`src/rtl/mem_arbiter.sv`:
```
// Two-requester round-robin arbiter that shares one cacheline-wide DDR port
// between icache line fills and dcache line fills / writebacks. Only one DDR
// transaction is in flight at a time; the owner recorded at grant time
// receives the DDR response.
//
// Handshake: icache/dcache requests are levels that stay high until their
// one-cycle resp pulse. The arbiter raises the DDR strobe (level) from the
// first busy cycle and holds addr/wdata until ddr_arb_resp, which returns the
// FSM to IDLE on that same edge. The requester drops its request the cycle
// after resp.
module mem_arbiter #(
   parameter int ADDR_WIDTH = 32,
   parameter int LINE_WIDTH = 128
) (
   input  logic                  clk,
   input  logic                  rst,
   input  logic [ADDR_WIDTH-1:0] icache_arb_addr,
   input  logic                  icache_arb_read,
   output logic [LINE_WIDTH-1:0] arb_icache_rdata,
   output logic                  arb_icache_resp,
   input  logic [ADDR_WIDTH-1:0] dcache_arb_addr,
   input  logic                  dcache_arb_read,
   input  logic                  dcache_arb_write,
   input  logic [LINE_WIDTH-1:0] dcache_arb_wdata,
   output logic [LINE_WIDTH-1:0] arb_dcache_rdata,
   output logic                  arb_dcache_resp,
   output logic [ADDR_WIDTH-1:0] arb_ddr_addr,
   output logic                  arb_ddr_read,
   output logic                  arb_ddr_write,
   output logic [LINE_WIDTH-1:0] arb_ddr_wdata,
   input  logic [LINE_WIDTH-1:0] ddr_arb_rdata,
   input  logic                  ddr_arb_resp,
   output logic [1:0]            dbg_state
);

   typedef enum logic [1:0] {
      IDLE         = 2'd0,
      ICACHE_BUSY  = 2'd1,
      DCACHE_READ  = 2'd2,
      DCACHE_WRITE = 2'd3
   } state_e;

   // prio_q: 0 = icache wins the next tie, 1 = dcache wins the next tie
   state_e                  state_q, state_d;
   logic                    prio_q, prio_d;
   logic [ADDR_WIDTH-1:0]   addr_q, addr_d;
   logic [LINE_WIDTH-1:0]   wdata_q, wdata_d;
   logic                    dcache_req;

   assign dcache_req = dcache_arb_read | dcache_arb_write;

   // Next-state: grant selection in IDLE, wait for the DDR response when busy
   always_comb begin
      state_d = state_q;
      prio_d  = prio_q;
      addr_d  = addr_q;
      wdata_d = wdata_q;
      case (state_q)
         IDLE: begin
            if (icache_arb_read && (!dcache_req || !prio_q)) begin
               state_d = ICACHE_BUSY;
               addr_d  = icache_arb_addr;
               prio_d  = 1'b1;
            end else if (dcache_req) begin
               addr_d = dcache_arb_addr;
               prio_d = 1'b0;
               // Read and write together is illegal; the writeback wins so
               // dirty data is never lost.
               if (dcache_arb_write) begin
                  state_d = DCACHE_WRITE;
                  wdata_d = dcache_arb_wdata;
               end else begin
                  state_d = DCACHE_READ;
               end
            end
         end
         default: begin
            if (ddr_arb_resp) state_d = IDLE;
         end
      endcase
   end

   // State, priority pointer and DDR address/data registers
   always_ff @(posedge clk) begin
      if (!rst) begin
         state_q <= IDLE;
         prio_q  <= 1'b0;
         addr_q  <= '0;
         wdata_q <= '0;
      end else begin
         state_q <= state_d;
         prio_q  <= prio_d;
         addr_q  <= addr_d;
         wdata_q <= wdata_d;
      end
   end

   // DDR strobes decode straight from the state register
   always_comb begin
      arb_ddr_read  = (state_q == ICACHE_BUSY) || (state_q == DCACHE_READ);
      arb_ddr_write = (state_q == DCACHE_WRITE);
      arb_ddr_addr  = addr_q;
      arb_ddr_wdata = wdata_q;
      dbg_state     = state_q;
   end

   // Response steering: only the current owner sees ddr_arb_resp
   always_comb begin
      arb_icache_resp  = (state_q == ICACHE_BUSY) && ddr_arb_resp;
      arb_dcache_resp  = ((state_q == DCACHE_READ) || (state_q == DCACHE_WRITE)) && ddr_arb_resp;
      arb_icache_rdata = ddr_arb_rdata;
      arb_dcache_rdata = ddr_arb_rdata;
   end

endmodule

```
`config.mk`:
```
export PLATFORM = sky130hd
export DESIGN_NAME = mem_arbiter
export DESIGN_NICKNAME = d
export VERILOG_FILES = /design/src/rtl/mem_arbiter.sv
export SDC_FILE = /design/constraint.sdc
export NUM_CORES = 1
export LEC_CHECK = 0
export BUFFER_PORTS_ARGS = -buffer_cell sky130_fd_sc_hd__buf_2
export CAP_MARGIN = 20
export CORE_AREA = 2 2 292 294
export CTS_BUF_LIST = sky130_fd_sc_hd__clkbuf_16
export DETAILED_ROUTE_END_ITERATION = 7
export DIE_AREA = 0 0 294 296
export GPL_TIMING_DRIVEN = 0
export HOLD_SLACK_MARGIN = 0.05
export SYNTH_ARGS = -nofsm -noshare
export SYNTH_HDL_FRONTEND = slang
export SYNTH_SLANG_ARGS = --single-unit
```
`constraint.sdc`:
```
create_clock -name clk -period 1.6 [get_ports clk]
set_clock_uncertainty 0.15 [all_clocks]
set_input_delay 0.08 -clock clk [delete_from_list [all_inputs] [get_ports clk]]
set_output_delay 0.08 -clock clk [all_outputs]
set_load 0.01 [all_outputs]
```
* Yosys cells after proc, flatten, opt, wreduce, memory -nomap -nowiden
Index checks and enable logic that the tools add are counted.
** Operators by class
- Reduce and logical (&&, ||, !) cells :: 14
- Mux-type cells :: 9
- Bitwise operators :: 2
- Equal/unequal tests :: 4
** Operator list (count)
- 32-bit two-way mux :: 2
- 2-bit two-way mux :: 4
- 2-bit == test (second input constant) :: 2
- 2-bit AND reduction :: 2
- 4-bit AND reduction :: 1
- 2-bit nonzero test :: 2
- 1-bit logical AND :: 3
- 1-bit logical OR :: 3
- 1-bit two-way mux :: 3
- 3-bit != test (second input constant) :: 1
- 2-bit by 1-bit == test with 1-bit output (second input constant) :: 1
- 1-bit zero test :: 2
- 2-bit zero test :: 1
- 1-bit inverter :: 1
- 1-bit OR :: 1
** Storage, ports and cells
- Register bits :: 163
- Word-level logic and storage cells :: 33
- Bits of input ports :: 326
- Output and inout bits :: 422

* Depth between registers and ports, before layout
- Depth in word-level cells :: 6
- Depth in mapped cells :: 7
- Mapped depth without buffers :: 5

* Worst setup path before layout
OpenSTA, ideal clock, no wires.
- Kind :: reg-to-reg
- From :: register state_q[0] (netlist: dbg_state[0])
- To :: register wdata_q[108] (netlist: arb_ddr_wdata[108])
- Required time :: 1.380 ns
- Arrival time :: 1.476 ns
- Clock period less this slack :: 1.697 ns
- Stages on the path, launching flop included :: 8
- Path buffers :: 2
- Path slack :: -0.097 ns
- Library setup time :: 0.070 ns
- Cell sequence :: dfxtp_1 -> inv_1 -> ha_1 -> nand2_1 -> buf_2 -> clkbuf_1 -> o21ai_1 -> a21oi_1
** On the way
- Cells in the longest elaborated chain, start to end :: 2
** RTL lines
- start, declared :: RTL line 44 : state_e state_q, state_d;
- start signal, assigned :: RTL line 91 : state_q <= state_d;
- 2-bit zero test :: RTL line 58 : case (state_q)
- 4-bit AND reduction (no line)
- end signal, assigned :: RTL line 94 : wdata_q <= wdata_d;
- end, declared :: RTL line 47 : logic [LINE_WIDTH-1:0] wdata_q, wdata_d;
Every way passes these cells.
A chain may end at the register's enable or synchronous reset.

==> results.toml <==
[logic_synthesis]
ys_seq_area_frac = 0.387
postSynthCellCount = 1051
multiplexer_fraction_of_the_synthesized_cell_area = 0
post_synth.cell_area_avg_um2 = 8.02
postSynthRegisterBits = 163
synth_adder_area_share = 0.00594
synthXorXnorAreaFrac = 0
ys.warnings.count = 0
combinational_family_with_the_most_area_after_synthesis = "buffers and inverters"
yosys.area.top_type = "sky130_fd_sc_hd__dfxtp_1"
post_synth_and_or_nand_nor_area_fraction = 0.101
synthDominantCellAreaShare = 0.387
yosys.cell_types.count = 22
synth-compound-area-share = 0.221
synth.top_cells.by_area = "sky130_fd_sc_hd__dfxtp_1, sky130_fd_sc_hd__buf_4, sky130_fd_sc_hd__o21ai_0"
syn_nets = 1381
post_synthesis_cell_area_mm2 = 0.00842

[timing]
timing_max_transition_violations_final = 0
fin_crit_sh = 1.02
max_freq_mhz = 613
rsz0062_at_grt = "yes"
worst_slew_pin_slew_ps = 700
fin_crit_ps = 1630
finalWorstSetupSlack_ps = -30.1
final-setup-viol-count = 3
worst_hold_slack_ps = 54.6
final-hold-violation-count = 0
accumulated_negative_setup_slack_ps = -50.8
relSlewSlack = 0.533

[clock_tree]
clock_tree.htree_level_count = 4
clock_sink_count = 163
tritoncts = "yes"
worst_skew_pair.late_latency_ps = 460
clk_transition_reported_paths_ps = 80
cts_made_buffers = 17
cts.path.max_buffers = 2
cts_root_buf = "sky130_fd_sc_hd__clkbuf_16"

[routing]
drt_pass1_iterations = 6
route.antenna.remaining_nets = 0
detail_route.wl_per_cell_um = 15.1
vias = 10600
vias_per_cell = 3.54
finalWirelength_um = 45300
drtIter0Drc = 439
drcViolationCount = 0

[floorplanning]
placementRows = 107
fp.dieArea_mm2 = 0.0870
die_height_um = 296
core_mm2 = 0.0842
start_util = 0.100
die_width_um = 294
io_pins = 748

[final_layout]
area_growth_pct = 91.7
stdcell_area_mm2 = 0.0161
nets = 2228
share_of_layout_cells_above_drive_strength_1 = 0.536
post_layout_nonfiller_instances = 3003

[hold_path]
hold_path.class = "input pin to flop"
worstHoldPathCells = 4
min_delay_worst_endpoint = "arb_ddr_addr[7]"
worst_hold_startpoint = "dcache_arb_read"

[outcome]
outcome = "complete, but fails checks"
failed_checks = "setup timing"

[critical_path]
critical_path_class = "input pin to flop"
worst-endpoint-arrival_ps = 1890
r2r-start = "dbg_state[0]"
critPathMaxFanout = 10
worst-endpoint-required_ps = 1860
crit_chain = "buf_2, dlygate4sd3_1, clkbuf_1, o21ai_0, a31oi_1"
rr_worst_depth = 7
rr_endpoint = "arb_ddr_wdata[70]"
setup.worst_path.end_class = "flop"
reg2reg_slack_ps = -10
critical_path.startpoint_type = "input pin"
worst_path_largest_cell_delay_ps = 730
cpMaxStageDelayCell = "sky130_fd_sc_hd__dlygate4sd3_1"

[placement]
gp_congestion = 0.902
port_buffers = 619
place.detailed.instances = 2761
placedInstanceArea_mm2 = 0.0129
dp.final_hpwl_um = 35200

[pwr]
worst_ir_drop_on_vdd_mv = 0.743
leakagePower_nw = 7.51
power_density_mw_per_mm2 = 890

[grt]
grtUsageTotal = 0.0955
gr-total-overflow = 0
grt_pass1_wl_um = 61500
grt_antenna_before_repair = 8
largest_net_degree_at_the_start_of_global_routing = 17
first_global_vias = 10000

[flow_run]
max-cap-violations = 0
worst max-delay path by stage:
stage	from	endpoint	slack, ps	cells past startpoint
final	rst	arb_ddr_addr[21]	-30	5
after global routing	dbg_state[0]	arb_ddr_wdata[99]	-70	7
after CTS	dbg_state[0]	arb_dcache_resp	-40	4
after floorplan	dbg_state[0]	arb_ddr_wdata[107]	50	7
after global placement	rst	arb_ddr_wdata[65]	-1010	5
after detailed placement	dbg_state[0]	arb_ddr_wdata[78]	-610	7
synthesized netlist by cell type (all sizes together):
cell	count
nand3	161
o31a	1
dfxtp	163
o21a	2
and2	2
buf	299
inv	5
nor2b	1
nor2	1
nor3b	1
o211a	1
a21oi	130
ha	4
o21ai	194
nand2	1
nand2b	2
a31oi	33
clkbuf	50
stage by stage:
step / worst slack [ps] / util / power (mW)
after floorplan: 45.7 / - / 6.91
after global placement: -1010 / 0.153 / 8.68
after detailed placement: -606 / 0.153 / 8.69
after CTS: -36.9 / 0.188 / 14.2
after global routing: -68.4 / 0.192 / 15.1
final: -30.1 / 0.192 / 14.4
logic make-up (layout without fill, tap and decap cells):
group	after synthesis	after routing
compound gates	361	361
fa+ha+maj	4	4
buf+inv	354	1213
flops	163	163
other cells	0	3
simple gates	169	169
metal layers:
| metal | track usage | part of all wire | vias to the layer above |
|---|---|---|---|
| met5 | 0 | 0.0018 | - |
| met3 | 0.0358 | 0.089 | 97 |
| met4 | 0.0457 | 0.037 | 12 |
| li1 | - | - | 5114 |
| met1 | 0.108 | 0.41 | 4857 |
| met2 | 0.158 | 0.47 | 541 |
sequential cells by signal, summed over array words and instances, names as in the netlist:
signal	flops
arb_ddr_addr	32
arb_ddr_wdata	128
dbg_state	2
prio_q	1
critical path: cells and delay by family:
family                 cells  cell delay [ps]
AOI/OAI and AO/OA          2              390
buffers and inverters      3             1410
cell usage in the layout, fill, tap and decap left out, types with 16 or more instances in the layout:
cell,synthesis,layout
sky130_fd_sc_hd__nand3_1,161,160
sky130_fd_sc_hd__o21ai_1,28,79
sky130_fd_sc_hd__clkbuf_16,0,20
sky130_fd_sc_hd__o21ai_2,0,16
sky130_fd_sc_hd__buf_4,259,273
sky130_fd_sc_hd__buf_2,35,627
sky130_fd_sc_hd__o21ai_0,166,99
sky130_fd_sc_hd__dlygate4sd3_1,0,197
sky130_fd_sc_hd__a31oi_1,33,33
sky130_fd_sc_hd__a21oi_1,130,127
sky130_fd_sc_hd__dfxtp_1,163,160
sky130_fd_sc_hd__clkbuf_1,38,21
report_power, final:
| group | total, mW | leakage [nW] | switching (mW) | internal [mW] |
|---|---|---|---|---|
| clock network | 4.75 | 0.314 | 2.09 | 2.66 |
| registers | 4.73 | 1.33 | 0.254 | 4.47 |
| logic | 4.89 | 5.86 | 2.51 | 2.38 |
| total | 14.4 | 7.51 | 4.85 | 9.52 |
cell type report:
class                           count  area [um^2]
Antenna cell                        3         7.51
Buffer                            349         2750
Timing Repair Buffer              828         5200
Clock inverter                     14          213
Multi-Input combinational cell    534         2890
Tap cell                         1090         1360
Sequential cell                   163         3270
Clock buffer                       17          425
Inverter                            5         23.8
Fill cell                        9344        68100
what timing repair did:
action / 4_1_cts / 5_1_grt
pin swaps: 2 / 2
hold buffers: 196 / 1
endpoints found under the setup margin: 166 / 155
endpoints found under the hold margin: 163 / 4
resized for setup: 98 / 133
buffers inserted: 4 / 3
cloned: 1 / 3
No activity file was read; power rests on OpenSTA's default activity.
